$ cat config.mk
export PLATFORM = sky130hd
export DESIGN_NAME = seven_seg_scan_controller
export DESIGN_NICKNAME = d
export VERILOG_FILES = /design/src/rtl/seven_seg_scan_controller.sv
export SDC_FILE = /design/constraint.sdc
export NUM_CORES = 1
export LEC_CHECK = 0
export CORE_UTILIZATION = 25
export CTS_CLUSTER_DIAMETER = 120
export CTS_CLUSTER_SIZE = 16
export DETAILED_ROUTE_END_ITERATION = 7
export PLACE_DENSITY_LB_ADDON = 0.2
export SLEW_MARGIN = 20
export SYNTH_ARGS = -nofsm -noshare
export SYNTH_HDL_FRONTEND = slang
export SYNTH_SLANG_ARGS = --single-unit
$ cat constraint.sdc
create_clock -name clk -period 2.25 [get_ports clk]
set_input_delay 0.45 -clock clk [delete_from_list [all_inputs] [get_ports clk]]
set_output_delay 0.45 -clock clk [all_outputs]
set_load 0.005 [all_outputs]
$ cat src/rtl/seven_seg_scan_controller.sv
// Time-multiplexed scan controller driving a shared BCD-to-7-segment decoder.
// Optional leading-zero blanking is enabled by defining SEG_LZ_BLANK_EN.
module seven_seg_scan_controller #(
    parameter int NUM_DIGITS  = 4,
    parameter int REFRESH_DIV = 50000,
    parameter int DEAD_CYCLES = 2
) (
    input  logic                    clk,
    input  logic                    rst_n,
    input  logic                    en,
    input  logic                    load,
    input  logic [4*NUM_DIGITS-1:0] bcd_in,
    output logic [3:0]              bcd_out,
    output logic [NUM_DIGITS-1:0]   digit_en,
    output logic                    pending,
    output logic                    frame_tick
);

    localparam int IDXW   = (NUM_DIGITS > 1) ? $clog2(NUM_DIGITS) : 1;
    localparam int CNTMAX = (REFRESH_DIV > DEAD_CYCLES) ? REFRESH_DIV : DEAD_CYCLES;
    localparam int CNTW   = (CNTMAX > 1) ? $clog2(CNTMAX) : 1;

    localparam logic [CNTW-1:0] ON_LAST  = CNTW'(REFRESH_DIV - 1);
    localparam logic [CNTW-1:0] GAP_LAST = CNTW'((DEAD_CYCLES > 0) ? DEAD_CYCLES - 1 : 0);
    localparam logic [IDXW-1:0] IDX_LAST = IDXW'(NUM_DIGITS - 1);

    typedef enum logic [1:0] {S_OFF, S_ON, S_GAP} state_t;

    state_t                  state;
    logic [IDXW-1:0]         idx;
    logic [CNTW-1:0]         cnt;
    logic [4*NUM_DIGITS-1:0] pend_reg;
    logic [4*NUM_DIGITS-1:0] act_reg;

    logic                    go_on;
    logic [IDXW-1:0]         tgt_idx;
    logic                    tgt_frame;
    logic                    xfer;
    logic [4*NUM_DIGITS-1:0] tgt_act;
    logic [3:0]              tgt_nib;
`ifdef SEG_LZ_BLANK_EN
    logic                    upper_zero;
`endif

    // Everything needed to enter ON is resolved here, so the digit being
    // entered already sees the buffer that becomes active on this edge.
    always_comb begin
        go_on = 1'b0;
        unique case (state)
            S_OFF: go_on = 1'b1;
            S_ON:  go_on = (cnt == ON_LAST) && (DEAD_CYCLES == 0);
            S_GAP: go_on = (cnt == GAP_LAST);
            default: go_on = 1'b0;
        endcase

        if (state == S_OFF || idx == IDX_LAST) tgt_idx = '0;
        else                                   tgt_idx = idx + 1'b1;

        tgt_frame = (tgt_idx == '0);
        xfer      = en && go_on && tgt_frame && pending;
        tgt_act   = xfer ? pend_reg : act_reg;

        tgt_nib = 4'hF;
        for (int unsigned i = 0; i < NUM_DIGITS; i++) begin
            if (IDXW'(i) == tgt_idx) tgt_nib = tgt_act[i*4 +: 4];
        end
`ifdef SEG_LZ_BLANK_EN
        upper_zero = 1'b1;
        for (int unsigned i = 0; i < NUM_DIGITS; i++) begin
            if (IDXW'(i) >= tgt_idx && tgt_act[i*4 +: 4] != 4'h0) upper_zero = 1'b0;
        end
        if (tgt_idx != '0 && upper_zero) tgt_nib = 4'hF;
`endif
    end

    always_ff @(posedge clk or negedge rst_n) begin
        if (!rst_n) begin
            state      <= S_OFF;
            idx        <= '0;
            cnt        <= '0;
            pend_reg   <= '0;
            act_reg    <= '0;
            pending    <= 1'b0;
            digit_en   <= '0;
            bcd_out    <= 4'hF;
            frame_tick <= 1'b0;
        end else begin
            frame_tick <= 1'b0;

            // A load coinciding with the transfer wins the pending flag,
            // while the transfer itself still takes the previous pend_reg.
            if (xfer) act_reg <= pend_reg;
            if (load) begin
                pend_reg <= bcd_in;
                pending  <= 1'b1;
            end else if (xfer) begin
                pending  <= 1'b0;
            end

            if (!en) begin
                state    <= S_OFF;
                idx      <= '0;
                cnt      <= '0;
                digit_en <= '0;
                bcd_out  <= 4'hF;
            end else if (go_on) begin
                state      <= S_ON;
                idx        <= tgt_idx;
                cnt        <= '0;
                digit_en   <= NUM_DIGITS'(1) << tgt_idx;
                bcd_out    <= tgt_nib;
                frame_tick <= tgt_frame;
            end else if (state == S_ON && cnt == ON_LAST) begin
                state    <= S_GAP;
                cnt      <= '0;
                digit_en <= '0;
                bcd_out  <= 4'hF;
            end else begin
                cnt <= cnt + 1'b1;
            end
        end
    end

endmodule

==> insert_results.sql, run 1 <==
INSERT INTO impl_metrics (metric_group, metric, value, unit) VALUES
('global_route', 'antenna_violations_before_repair', '0', ''),
('power', 'ir_drop', '486', 'µV'),
('layout', 'insertedDiodeCount', '0', ''),
('power', 'power_density', '982', 'nW/µm²'),
('sta', 'timing.slew.headroom', '0.595', ''),
('layout', 'finalInstanceArea', '3850', 'µm²'),
('sta', 'timing.final.crit_period', '2.14', 'ns'),
('yosys', 'post-synth-top-area-cell', 'sky130_fd_sc_hd__dfrtp_1', ''),
('power', 'power_frac_comb', '0.217', ''),
('yosys', 'synth_edf_count', '0', ''),
('yosys', 'yosysWarningCount', '0', ''),
('drt', 'detail_route.wirelength', '6.74', 'mm'),
('layout', 'mostFrequentLayoutCell', 'sky130_fd_sc_hd__dfrtp_1', ''),
('power', 'cellLeakagePower', '1.65', 'nW'),
('clock_network', 'clock_slew_at_reported_path_ffs', '0.06', 'ns'),
('worst_setup_path', 'worst_r2r_start', 'cnt[5]$_DFF_PN0_', ''),
('worst_setup_path', 'required', '1.80', 'ns'),
('die', 'core', '11500', 'µm²'),
('clock_network', 'clock_insertion_delay_worst_skew', '0.34', 'ns'),
('worst_setup_path', 'timing.rr.end', 'act_reg[4]$_DFF_PN0_', ''),
('yosys', 'ys_seq_elements', '62', ''),
('place', 'gp_routability_congestion', '0.799', ''),
('clock_network', 'clock-root-buffer', 'sky130_fd_sc_hd__clkbuf_16', ''),
('worst_setup_path', 'ff2ff_path_depth', '5', ''),
('global_route', 'grtUsageTotal', '0.123', ''),
('sta', 'final-hold-violation-count', '0', ''),
('worst_setup_path', 'worstSetupStartpointType', 'register', ''),
('layout', 'final_nets', '337', ''),
('worst_setup_path', 'critical_path_buf_inv_count', '1', ''),
('global_route', 'gr-total-overflow', '0', ''),
('power', 'power.share.clock', '0.376', ''),
('layout', 'area.growth.synth_to_final', '30.3', '%'),
('status', 'outcome', 'finished clean', ''),
('drt', 'antenna_violating_nets_left', '0', ''),
('global_route', 'via_count_of_the_first_global_routing_pass', '2257', ''),
('sta', 'clock-skew-final', '0.00854', 'ns'),
('drt', 'first_iter_violations', '103', ''),
('place', 'place_area', '3530', 'µm²'),
('power', 'share_seq_of_total_power', '0.406', ''),
('yosys', 'sequential_to_total_area_share_from_yosys_stat', '0.527', ''),
('power', 'power_switching_share', '0.287', ''),
('hold_path', 'hold_path.class', 'in -> async', ''),
('yosys', 'synthTopCellsByArea', 'sky130_fd_sc_hd__dfrtp_1, sky130_fd_sc_hd__mux2_2, sky130_fd_sc_hd__nor2_1, sky130_fd_sc_hd__dfstp_2, sky130_fd_sc_hd__mux2_4', ''),
('die', 'die-width', '111', 'µm'),
('worst_setup_path', 'critical-path-max-stage-delay', '0.73', 'ns'),
('layout', 'layout.cells.most_common_list', 'sky130_fd_sc_hd__dfrtp_1, sky130_fd_sc_hd__nor2_1, sky130_fd_sc_hd__clkdlybuf4s50_1, sky130_fd_sc_hd__mux2_2, sky130_fd_sc_hd__buf_4', ''),
('yosys', 'synth.avg_cell_area', '11.2', 'µm²'),
('yosys', 'synth_top_flop_cell', 'sky130_fd_sc_hd__dfrtp_1', ''),
('yosys', 'syn_inst', '263', ''),
('clock_network', 'cts_inserted_buffers', '9', ''),
('place', 'place_hpwl', '4.82', 'mm'),
('power', 'p_sw', '1.08', 'mW'),
('clock_network', 'post_cts.repair.setup_buffers', '0', ''),
('sta', 'report.final.slew_viol_count', '0', ''),
('worst_setup_path', 'worstPathArrival', '1.69', 'ns'),
('worst_setup_path', 'crit_chain', 'clkdlybuf4s50_1', ''),
('sta', 'grt_setup_unrepaired', 'no', ''),
('flow_run', 'max_cap_viol_count', '0', ''),
('die', 'dieHeight', '111', 'µm'),
('yosys', 'synth_cell_types', '54', ''),
('layout', 'fraction_of_final_layout_cells_with_drive_strength_greater_than_1', '0.266', ''),
('global_route', 'grt_first_pass_wirelength', '11.7', 'mm'),
('clock_network', 'cts_tree', 'yes', ''),
('clock_network', 'clock-sinks', '62', ''),
('die', 'die_area', '12300', 'µm²'),
('worst_setup_path', 'timing.reg2reg.setup_slack', '0.15', 'ns'),
('die', 'io_pins', '30', ''),
('die', 'floorplan.initialDensity', '0.258', ''),
('drt', 'drc_errors', '0', ''),
('layout', 'filler_cell_count', '1174', ''),
('sta', 'max_slew.worst_pin.slew', '0.608', 'ns');
synthesized netlist by cell type, types with 2 or more instances:
master / n
sky130_fd_sc_hd__o21ai_0: 11
sky130_fd_sc_hd__dfrtp_1: 58
sky130_fd_sc_hd__mux2_2: 23
sky130_fd_sc_hd__mux2_4: 5
sky130_fd_sc_hd__ha_1: 3
sky130_fd_sc_hd__nand3_1: 7
sky130_fd_sc_hd__a22oi_1: 2
sky130_fd_sc_hd__o22ai_1: 2
sky130_fd_sc_hd__and2_1: 3
sky130_fd_sc_hd__nand4_1: 3
sky130_fd_sc_hd__a21o_1: 2
sky130_fd_sc_hd__nor3_1: 8
sky130_fd_sc_hd__a32oi_1: 2
sky130_fd_sc_hd__a31oi_1: 4
sky130_fd_sc_hd__o211ai_1: 2
sky130_fd_sc_hd__o32ai_1: 2
sky130_fd_sc_hd__dfstp_2: 4
sky130_fd_sc_hd__clkbuf_1: 7
sky130_fd_sc_hd__a21oi_1: 3
sky130_fd_sc_hd__nor2_1: 36
sky130_fd_sc_hd__or3_1: 3
sky130_fd_sc_hd__and3_1: 6
sky130_fd_sc_hd__inv_1: 5
sky130_fd_sc_hd__a32o_1: 2
sky130_fd_sc_hd__xnor2_1: 6
sky130_fd_sc_hd__nor4b_1: 2
sky130_fd_sc_hd__buf_6: 2
sky130_fd_sc_hd__xor2_1: 8
sky130_fd_sc_hd__nand2_1: 17
worst max path at each step:
stage	from	endpoint	slack, ns	cells after the start
floorplan	idx[0]$_DFFE_PN0N_	act_reg[0]$_DFF_PN0_	0.29	7
global placement	en	act_reg[5]$_DFF_PN0_	-0.03	5
detailed placement	en	bcd_out[0]$_DFFE_PN1P_	-0.10	6
CTS	cnt[13]$_DFF_PN0_	bcd_out[0]$_DFFE_PN1P_	0.08	6
global route	cnt[5]$_DFF_PN0_	act_reg[4]$_DFF_PN0_	0.03	5
finish	pending$_DFFE_PN0P_	pending	0.11	1
per-layer routing:
metal | global-route usage | wire (µm) | vias to the layer above | part of all wire
li1 | - | - | 1038 | -
met1 | 0.159 | 3110 | 1046 | 0.46
met2 | 0.191 | 3200 | 43 | 0.47
met3 | 0.0377 | 298 | 11 | 0.044
met4 | 0.0516 | 129 | 0 | 0.019
met5 | 0 | 0 | - | 0
power by group through the flow:
stage,logic (mW),registers (mW),clock network (mW)
2_1_floorplan,0.543,1.48,0
3_3_place_gp,0.812,1.55,0
3_5_place_dp,0.819,1.56,0
4_1_cts,0.823,1.54,1.46
5_1_grt,0.918,1.57,1.52
6_report,0.822,1.54,1.42
cell type report:
| type | count | area [µm²] | area share |
|---|---|---|---|
| Clock buffer | 9 | 225 | 0.0585 |
| Clock inverter | 7 | 78.8 | 0.0205 |
| Inverter | 5 | 18.8 | 0.00488 |
| Multi-Input combinational cell | 186 | 1340 | 0.347 |
| Sequential cell | 62 | 1560 | 0.404 |
| Tap cell | 143 | 179 | 0.0465 |
| Timing Repair Buffer | 50 | 455 | 0.118 |
stage by stage:
step                      setup slack, ns  power, mW   util  instances  TNS, ns
after detailed placement           -0.101       2.38  0.308        446   -0.714
after floorplan                     0.286       2.02      -        263        0
after global routing               0.0306       4.01  0.336        462        0
after CTS                          0.0802       3.82  0.335        462        0
after global placement            -0.0294       2.37  0.308        446   -0.249
final                               0.112       3.78  0.336        462        0
timing repair:
item	in CTS	in global routing
hold buffers	0	0
resized for setup	0	3
setup endpoints to repair	0	1
logic make-up after synthesis:
group,count (synthesis),synth area share
buffers and inverters,15,0.0246
adders and majority gates,3,0.0127
and+or+nand+nor,98,0.175
AOI/OAI and AO/OA,43,0.107
xor gates and xnor gates,14,0.0415
DFF,62,0.527
muxes,28,0.113
Note: power is estimated with default switching activity, not from simulation.
==> inputs of run 2 (changes only) <==
--- a/config.mk
+++ b/config.mk
@@ -9,6 +9,7 @@
 export CTS_CLUSTER_DIAMETER = 120
 export CTS_CLUSTER_SIZE = 16
 export DETAILED_ROUTE_END_ITERATION = 7
+export DONT_BUFFER_PORTS = 1
 export PLACE_DENSITY_LB_ADDON = 0.2
 export SLEW_MARGIN = 20
 export SYNTH_ARGS = -nofsm -noshare
==> constraint.sdc (replaced) <==
create_clock -name clk -period 2.1 [get_ports clk]
set_input_delay 0.42 -clock clk [delete_from_list [all_inputs] [get_ports clk]]
set_output_delay 0.42 -clock clk [all_outputs]
set_load 0.005 [all_outputs]
==> run 2 against run 1 <==
  * Final area down 4.6%
  * Flip-flop and latch count unchanged
  * Global-route usage down 0.22 points
  * Via count down 3.0%
  * Clock power up 12%
  * Register-to-register slack worse by 0.06 ns
  * Clock skew down 0.0030 ns
  * Final cell count down 5.0%
  * First-iteration DRC count unchanged
  * Sequential share of layout area up 2.0 points
  * Non-clock buffer count down 25
==> insert_results.sql, run 2 (synthesized netlist as in run 1, its figures left out) <==
INSERT INTO impl_metrics (metric_group, metric, value, unit) VALUES
('die', 'die_area', '12300', 'µm²'),
('global_route', 'grtUsageTotal', '0.121', ''),
('sta', 'fmaxAchievable', '0.498', 'GHz'),
('layout', 'layout.cells.non_filler', '439', ''),
('die', 'core', '11500', 'µm²'),
('power', 'cellLeakagePower', '1.58', 'nW'),
('worst_setup_path', 'ff2ff_path_depth', '8', ''),
('place', 'place_hpwl', '4.78', 'mm'),
('drt', 'detailroute.via_count', '2074', ''),
('global_route', 'gr-total-overflow', '0', ''),
('worst_setup_path', 'critical-path-slowest-cell', 'sky130_fd_sc_hd__dfrtp_1', ''),
('clock_network', 'cts_tree', 'yes', ''),
('worst_setup_path', 'crit_path_start', 'cnt[1]$_DFF_PN0_', ''),
('sta', 'timing.slew.headroom', '0.563', ''),
('global_route', 'via_count_of_the_first_global_routing_pass', '2129', ''),
('worst_setup_path', 'timing.reg2reg.setup_slack', '0.09', 'ns'),
('die', 'io_pins', '30', ''),
('sta', 'grt_setup_unrepaired', 'yes', ''),
('clock_network', 'cts_inserted_buffers', '9', ''),
('die', 'dieHeight', '111', 'µm'),
('power', 'ir_drop', '559', 'µV'),
('hold_path', 'hold_path.class', 'in -> reg', ''),
('sta', 'max_slew.worst_pin.slew', '0.650', 'ns'),
('sta', 'clock-skew-final', '0.00556', 'ns'),
('sta', 'pnr_worst_setup_slack', '0.0913', 'ns'),
('layout', 'area.growth.synth_to_final', '24.3', '%'),
('sta', 'ratio_of_final_minimum_period_to_clock_period', '0.957', ''),
('power', 'power_density', '1100', 'nW/µm²'),
('layout', 'insertedDiodeCount', '0', ''),
('clock_network', 'clock_insertion_delay_worst_skew', '0.33', 'ns'),
('die', 'floorplan.initialDensity', '0.258', ''),
('global_route', 'grt_max_degree', '63', ''),
('sta', 'setup_violating_endpoint_count_in_the_final_report', '0', ''),
('drt', 'detailedRoute.firstPassIterationCount', '4', ''),
('drt', 'first_iter_violations', '103', ''),
('worst_setup_path', 'crit_chain', 'inv_1 -> ha_1 -> nor4b_4 -> nand4_2 -> o31ai_4 -> buf_6 -> nand2_8 -> mux2_4', ''),
('clock_network', 'htreeDepth', '3', ''),
('sta', 'timing.final.crit_period', '2.01', 'ns'),
('layout', 'fraction_of_final_layout_cells_with_drive_strength_greater_than_1', '0.301', ''),
('worst_setup_path', 'required', '2.31', 'ns'),
('flow_run', 'max_cap_viol_count', '0', ''),
('worst_setup_path', 'worstSetupStartpointType', 'register', ''),
('worst_setup_path', 'cp-endpoint', 'act_reg[0]$_DFF_PN0_', ''),
('place', 'placedCellCount', '415', ''),
('drt', 'antenna_violating_nets_left', '0', ''),
('layout', 'area_occupied_by_multi_input_gates', '1380', 'µm²'),
('place', 'port-buffer-count', '0', ''),
('die', 'std_cell_rows', '39', ''),
('drt', 'detail_route.wirelength', '7.00', 'mm'),
('place', 'gp_routability_congestion', '0.779', ''),
('clock_network', 'clock_slew_at_reported_path_ffs', '0.05', 'ns'),
('worst_setup_path', 'worst_r2r_start', 'cnt[1]$_DFF_PN0_', ''),
('worst_setup_path', 'timing_worst_setup_path_type', 'reg -> reg', ''),
('layout', 'filler_cell_count', '1162', ''),
('clock_network', 'max-clock-path-buffers', '2', ''),
('worst_setup_path', 'timing.rr.end', 'act_reg[0]$_DFF_PN0_', ''),
('sta', 'final-hold-violation-count', '0', ''),
('die', 'die-width', '111', 'µm'),
('worst_setup_path', 'critPathCaptureType', 'register', ''),
('drt', 'routed_wire_length_per_instance', '15.9', 'µm'),
('sta', 'report.final.slew_viol_count', '0', ''),
('layout', 'mostFrequentLayoutCell', 'sky130_fd_sc_hd__dfrtp_1', ''),
('global_route', 'grt_first_pass_wirelength', '11.5', 'mm'),
('worst_setup_path', 'critical_path_peak_fanout', '5', ''),
('drt', 'drc_errors', '0', ''),
('place', 'pre_cts_slack', '-0.138', 'ns'),
('status', 'outcome', 'finished clean', ''),
('layout', 'seqCellArea', '1560', 'µm²'),
('worst_setup_path', 'critical-path-max-stage-delay', '0.39', 'ns'),
('clock_network', 'clock-root-buffer', 'sky130_fd_sc_hd__clkbuf_16', ''),
('worst_setup_path', 'worstPathArrival', '2.22', 'ns'),
('layout', 'layout.cells.most_common_list', 'sky130_fd_sc_hd__dfrtp_1, sky130_fd_sc_hd__nor2_1, sky130_fd_sc_hd__mux2_2, sky130_fd_sc_hd__buf_4, sky130_fd_sc_hd__nand2_1', ''),
('clock_network', 'clock-sinks', '62', ''),
('layout', 'final_nets', '314', ''),
('global_route', 'antenna_violations_before_repair', '0', ''),
('drt', 'via_per_inst', '4.72', '');
[run 2: cell count changes in the layout (fill, tap and decap cells not counted), moves of 2 or more]
| cell | before | now |
|---|---|---|
| sky130_fd_sc_hd__clkbuf_1 | 0 | 2 |
| sky130_fd_sc_hd__clkinv_4 | 2 | 0 |
| sky130_fd_sc_hd__inv_6 | 3 | 0 |
| sky130_fd_sc_hd__buf_4 | 20 | 22 |
| sky130_fd_sc_hd__clkdlybuf4s50_1 | 28 | 0 |
[run 2: where the power goes]
| group | switching [mW] | leakage (nW) | internal [mW] |
|---|---|---|---|
| Combinational | 0.387 | 0.658 | 0.419 |
| Sequential | 0.194 | 0.773 | 1.46 |
| Clock | 0.524 | 0.153 | 1.07 |
[run 2: per-stage QoR]
| stage | util | hold slack (ns) | cell area, µm² | setup TNS, ns | power (mW) |
|---|---|---|---|---|---|
| floorplan | - | 0.124 | 2950 | 0 | 2.16 |
| global placement | 0.281 | 0.129 | 3220 | -0.117 | 2.37 |
| detailed placement | 0.281 | 0.128 | 3220 | -0.138 | 2.38 |
| CTS | 0.313 | 0.168 | 3580 | 0 | 4.04 |
| global route | 0.320 | 0.171 | 3670 | -0.150 | 4.28 |
| finish | 0.320 | 0.181 | 3670 | 0 | 4.05 |
[run 2: routing by layer]
layer	wire length [µm]	vias to the layer above	GRT usage	part of all wire
met5	0	-	0	0
met4	101	0	0.0356	0.014
met3	286	11	0.0416	0.041
met2	3250	45	0.186	0.46
met1	3360	1004	0.161	0.48
li1	-	1014	-	-
[run 2: worst max-delay path, delay by kind of cell (launching register included)]
kind	cells	cell delay, ns
multiplexers	1	0.33
buffers and inverters	2	0.25
AO/OA/AOI/OAI	1	0.32
AND/OR/NAND/NOR	3	0.48
flip-flops	1	0.39
adder cells (fa/ha/maj)	1	0.14
[run 2: worst min-delay path by stage]
stage | from | to | slack [ns] | cells past startpoint
finish | load | pend_reg[1]$_DFFE_PN0P_ | 0.18 | 1
global route | load | pend_reg[2]$_DFFE_PN0P_ | 0.17 | 1
CTS | load | pend_reg[2]$_DFFE_PN0P_ | 0.17 | 1
detailed placement | rst_n | cnt[5]$_DFF_PN0_ | 0.13 | 0
global placement | rst_n | cnt[3]$_DFF_PN0_ | 0.13 | 0
floorplan | rst_n | act_reg[0]$_DFF_PN0_ | 0.12 | 0
[run 2: layout make-up]
| type | count | area share |
|---|---|---|
| Sequential cell | 62 | 0.424 |
| Multi-Input combinational cell | 188 | 0.377 |
| Clock buffer | 12 | 0.0671 |
| Timing Repair Buffer | 25 | 0.0583 |
| Tap cell | 143 | 0.0487 |
| Clock inverter | 4 | 0.0198 |
| Inverter | 5 | 0.00511 |
[run 2: what timing repair did]
item,CTS,global route
hold endpoints to repair,62,0
endpoints found under the setup margin,1,34
gates resized for setup,2,8
pin swaps,0,6
setup buffers,0,4
gates cloned,0,2
hold buffers,2,0
==> inputs of run 3 (changes only) <==
--- a/config.mk
+++ b/config.mk
@@ -5,7 +5,7 @@
 export SDC_FILE = /design/constraint.sdc
 export NUM_CORES = 1
 export LEC_CHECK = 0
-export CORE_UTILIZATION = 25
+export CORE_UTILIZATION = 51
 export CTS_CLUSTER_DIAMETER = 120
 export CTS_CLUSTER_SIZE = 16
 export DETAILED_ROUTE_END_ITERATION = 7
@@ -15,3 +15,4 @@
 export SYNTH_ARGS = -nofsm -noshare
 export SYNTH_HDL_FRONTEND = slang
 export SYNTH_SLANG_ARGS = --single-unit
+export TNS_END_PERCENT = 30
==> run 3 against run 2 <==
  * Register-to-register slack worse by 0.03 ns
  * Clock-buffer cell count down 1
  * Critical endpoint is now bcd_out[0]$_DFFE_PN1P_
  * First-iteration DRC count up 61%
  * Utilization up 30 points
  * Largest cell class unchanged
  * Routed wire length down 14%
  * Clock skew up 0.0037 ns
  * Hold slack worse by 0.010 ns
  * Largest power group unchanged
  * Sequential share of layout area up 3.0 points
  * Final cell count down 18%
  * Fmax down 1.3%
  * Critical path type unchanged
==> insert_results.sql, run 3 (synthesized netlist as in run 1, its figures left out) <==
INSERT INTO impl_metrics (metric_group, metric, value, unit) VALUES
('clock_network', 'clock_insertion_delay_worst_skew', '0.34', 'ns'),
('clock_network', 'clock-root-buffer', 'sky130_fd_sc_hd__clkbuf_8', ''),
('place', 'place_area', '3090', 'µm²'),
('global_route', 'gr-total-overflow', '0', ''),
('sta', 'clock-skew-final', '0.00924', 'ns'),
('worst_setup_path', 'worstSetupStartpointType', 'register', ''),
('global_route', 'via_count_of_the_first_global_routing_pass', '2029', ''),
('layout', 'mostFrequentLayoutCell', 'sky130_fd_sc_hd__dfrtp_1', ''),
('worst_setup_path', 'worstPathArrival', '2.30', 'ns'),
('power', 'cell_internal_pwr', '2.46', 'mW'),
('die', 'dieHeight', '78.1', 'µm'),
('die', 'die_area', '6100', 'µm²'),
('layout', 'final_nets', '308', ''),
('drt', 'drc_errors', '0', ''),
('power', 'p_sw', '1.04', 'mW'),
('die', 'io_pins', '30', ''),
('sta', 'grt_setup_unrepaired', 'yes', ''),
('die', 'core', '5540', 'µm²'),
('power', 'power.share.clock', '0.300', ''),
('power', 'power_density', '1020', 'nW/µm²'),
('drt', 'first_iter_violations', '166', ''),
('sta', 'timing.final.crit_period', '2.03', 'ns'),
('layout', 'insertedDiodeCount', '0', ''),
('layout', 'layout.cells.non_filler', '362', ''),
('power', 'ir_drop', '806', 'µV'),
('power', 'power_frac_comb', '0.225', ''),
('layout', 'layout.cells.most_common_list', 'sky130_fd_sc_hd__dfrtp_1, sky130_fd_sc_hd__nor2_1, sky130_fd_sc_hd__mux2_2, sky130_fd_sc_hd__nand2_1, sky130_fd_sc_hd__buf_4', ''),
('place', 'placedCellCount', '338', ''),
('sta', 'ratio_of_final_minimum_period_to_clock_period', '0.969', ''),
('hold_path', 'hold_path.class', 'in -> reg', ''),
('place', 'place_hpwl', '4.17', 'mm'),
('drt', 'detailroute.via_count', '2050', ''),
('power', 'power_switching_share', '0.297', ''),
('sta', 'report.final.slew_viol_count', '0', ''),
('layout', 'finalInstanceArea', '3430', 'µm²'),
('layout', 'filler_cell_count', '434', ''),
('place', 'port-buffer-count', '0', ''),
('power', 'share_seq_of_total_power', '0.475', ''),
('die', 'std_cell_rows', '27', ''),
('global_route', 'grt_first_pass_wirelength', '10.2', 'mm'),
('clock_network', 'clock-sinks', '62', ''),
('place', 'gp_routability_congestion', '0.843', ''),
('clock_network', 'cts_inserted_buffers', '9', ''),
('sta', 'timing.slew.headroom', '0.513', ''),
('die', 'floorplan.initialDensity', '0.533', ''),
('global_route', 'grtUsageTotal', '0.219', ''),
('sta', 'setup_violating_endpoint_count_in_the_final_report', '0', ''),
('layout', 'fraction_of_final_layout_cells_with_drive_strength_greater_than_1', '0.297', ''),
('die', 'die-width', '78.1', 'µm'),
('clock_network', 'max-clock-path-buffers', '2', ''),
('drt', 'antenna_violating_nets_left', '0', ''),
('global_route', 'grt_max_degree', '63', ''),
('drt', 'detailedRoute.firstPassIterationCount', '4', ''),
('clock_network', 'cts_tree', 'yes', ''),
('layout', 'area.growth.synth_to_final', '16.0', '%'),
('sta', 'fmaxAchievable', '0.492', 'GHz'),
('status', 'outcome', 'finished clean', ''),
('clock_network', 'htreeDepth', '3', ''),
('clock_network', 'clock_slew_at_reported_path_ffs', '0.07', 'ns'),
('flow_run', 'max_cap_viol_count', '0', ''),
('worst_setup_path', 'critical_path_peak_fanout', '5', ''),
('power', 'cellLeakagePower', '1.49', 'nW'),
('global_route', 'antenna_violations_before_repair', '0', ''),
('drt', 'routed_wire_length_per_instance', '16.6', 'µm'),
('sta', 'final-hold-violation-count', '0', ''),
('worst_setup_path', 'required', '2.36', 'ns'),
('drt', 'detail_route.wirelength', '6.00', 'mm'),
('worst_setup_path', 'timing_worst_setup_path_type', 'reg -> reg', ''),
('sta', 'max_slew.worst_pin.slew', '0.731', 'ns'),
('worst_setup_path', 'critPathCaptureType', 'register', ''),
('drt', 'via_per_inst', '5.66', '');
## run 3: changes by cell type in the layout (fill, tap and decap cells not counted), sizes merged
cell,before,now
buf,24,19
bufinv,2,1
clkbuf,12,11
clkinv,1,2
clkinvlp,1,2
nand2,21,20
## run 3: critical path, stage by stage, from the launching register on
cell,delay (ns)
sky130_fd_sc_hd__dfrtp_1,0.39
sky130_fd_sc_hd__inv_1,0.06
sky130_fd_sc_hd__ha_2,0.15
sky130_fd_sc_hd__nor4b_4,0.21
sky130_fd_sc_hd__nand4_2,0.16
sky130_fd_sc_hd__o31ai_4,0.31
sky130_fd_sc_hd__buf_6,0.18
sky130_fd_sc_hd__a21oi_2,0.08
sky130_fd_sc_hd__a2111oi_4,0.36
sky130_fd_sc_hd__nor2_1,0.07
## run 3: area by class of cell
cell class              instances  area, µm²  share of cell area
inverters                       5       18.8             0.00548
clock inverters                 5       58.8              0.0172
clock buffers                  11        141              0.0413
multi-input cells             187       1380               0.404
flip-flops and latches         62       1560               0.454
repair buffers                 20        176              0.0515
well taps                      72       90.1              0.0263
## run 3: power groups by stage
stage               clock network [mW]  logic [mW]  registers (mW)
detailed placement                   0       0.673            1.67
CTS                               1.07       0.710            1.65
global placement                     0       0.663            1.67
global route                      1.12       0.862            1.69
finish                            1.05       0.785            1.66
floorplan                            0       0.582            1.58
## run 3: final timing paths
check,slack (ns),cells past startpoint,endpoint,from
worst max register to register,0.07,9,bcd_out[0]$_DFFE_PN1P_,cnt[1]$_DFF_PN0_
worst min register to register,0.48,2,act_reg[3]$_DFF_PN0_,act_reg[3]$_DFF_PN0_
max in group asynchronous,1.19,2,bcd_out[0]$_DFFE_PN1P_,rst_n
worst min-delay path,0.17,1,pend_reg[1]$_DFFE_PN0P_,load
worst max-delay path,0.07,9,bcd_out[0]$_DFFE_PN1P_,cnt[1]$_DFF_PN0_
min in group asynchronous,0.61,2,act_reg[5]$_DFF_PN0_,rst_n
## run 3: what timing repair did
| action | 4_1_cts | 5_1_grt |
|---|---|---|
| pin swaps | 0 | 4 |
| hold buffers | 2 | 0 |
| resized for setup | 1 | 10 |
| cloned | 0 | 1 |
| setup buffers | 0 | 5 |
| hold endpoints to repair | 62 | 0 |
| endpoints found under the setup margin | 1 | 23 |
## run 3: metal layers
layer | vias up | routed length [µm] | GRT usage
li1 | 994 | - | -
met2 | 43 | 2690 | 0.318
met5 | - | 0 | 0
met4 | 0 | 30 | 0.0685
met1 | 1009 | 2850 | 0.303
met3 | 4 | 426 | 0.0837
## run 3: metrics by stage
stage / worst slack, ns / TNS (ns) / hold WS (ns) / util / total power [mW]
after CTS: 0.0416 / 0 / 0.162 / 0.600 / 3.43
after detailed placement: -0.0295 / -0.0295 / 0.126 / 0.557 / 2.34
final: 0.0655 / 0 / 0.171 / 0.618 / 3.49
after global placement: 0.0333 / 0 / 0.126 / 0.557 / 2.33
after floorplan: 0.136 / 0 / 0.124 / - / 2.16
after global routing: -0.0645 / -0.219 / 0.168 / 0.618 / 3.68
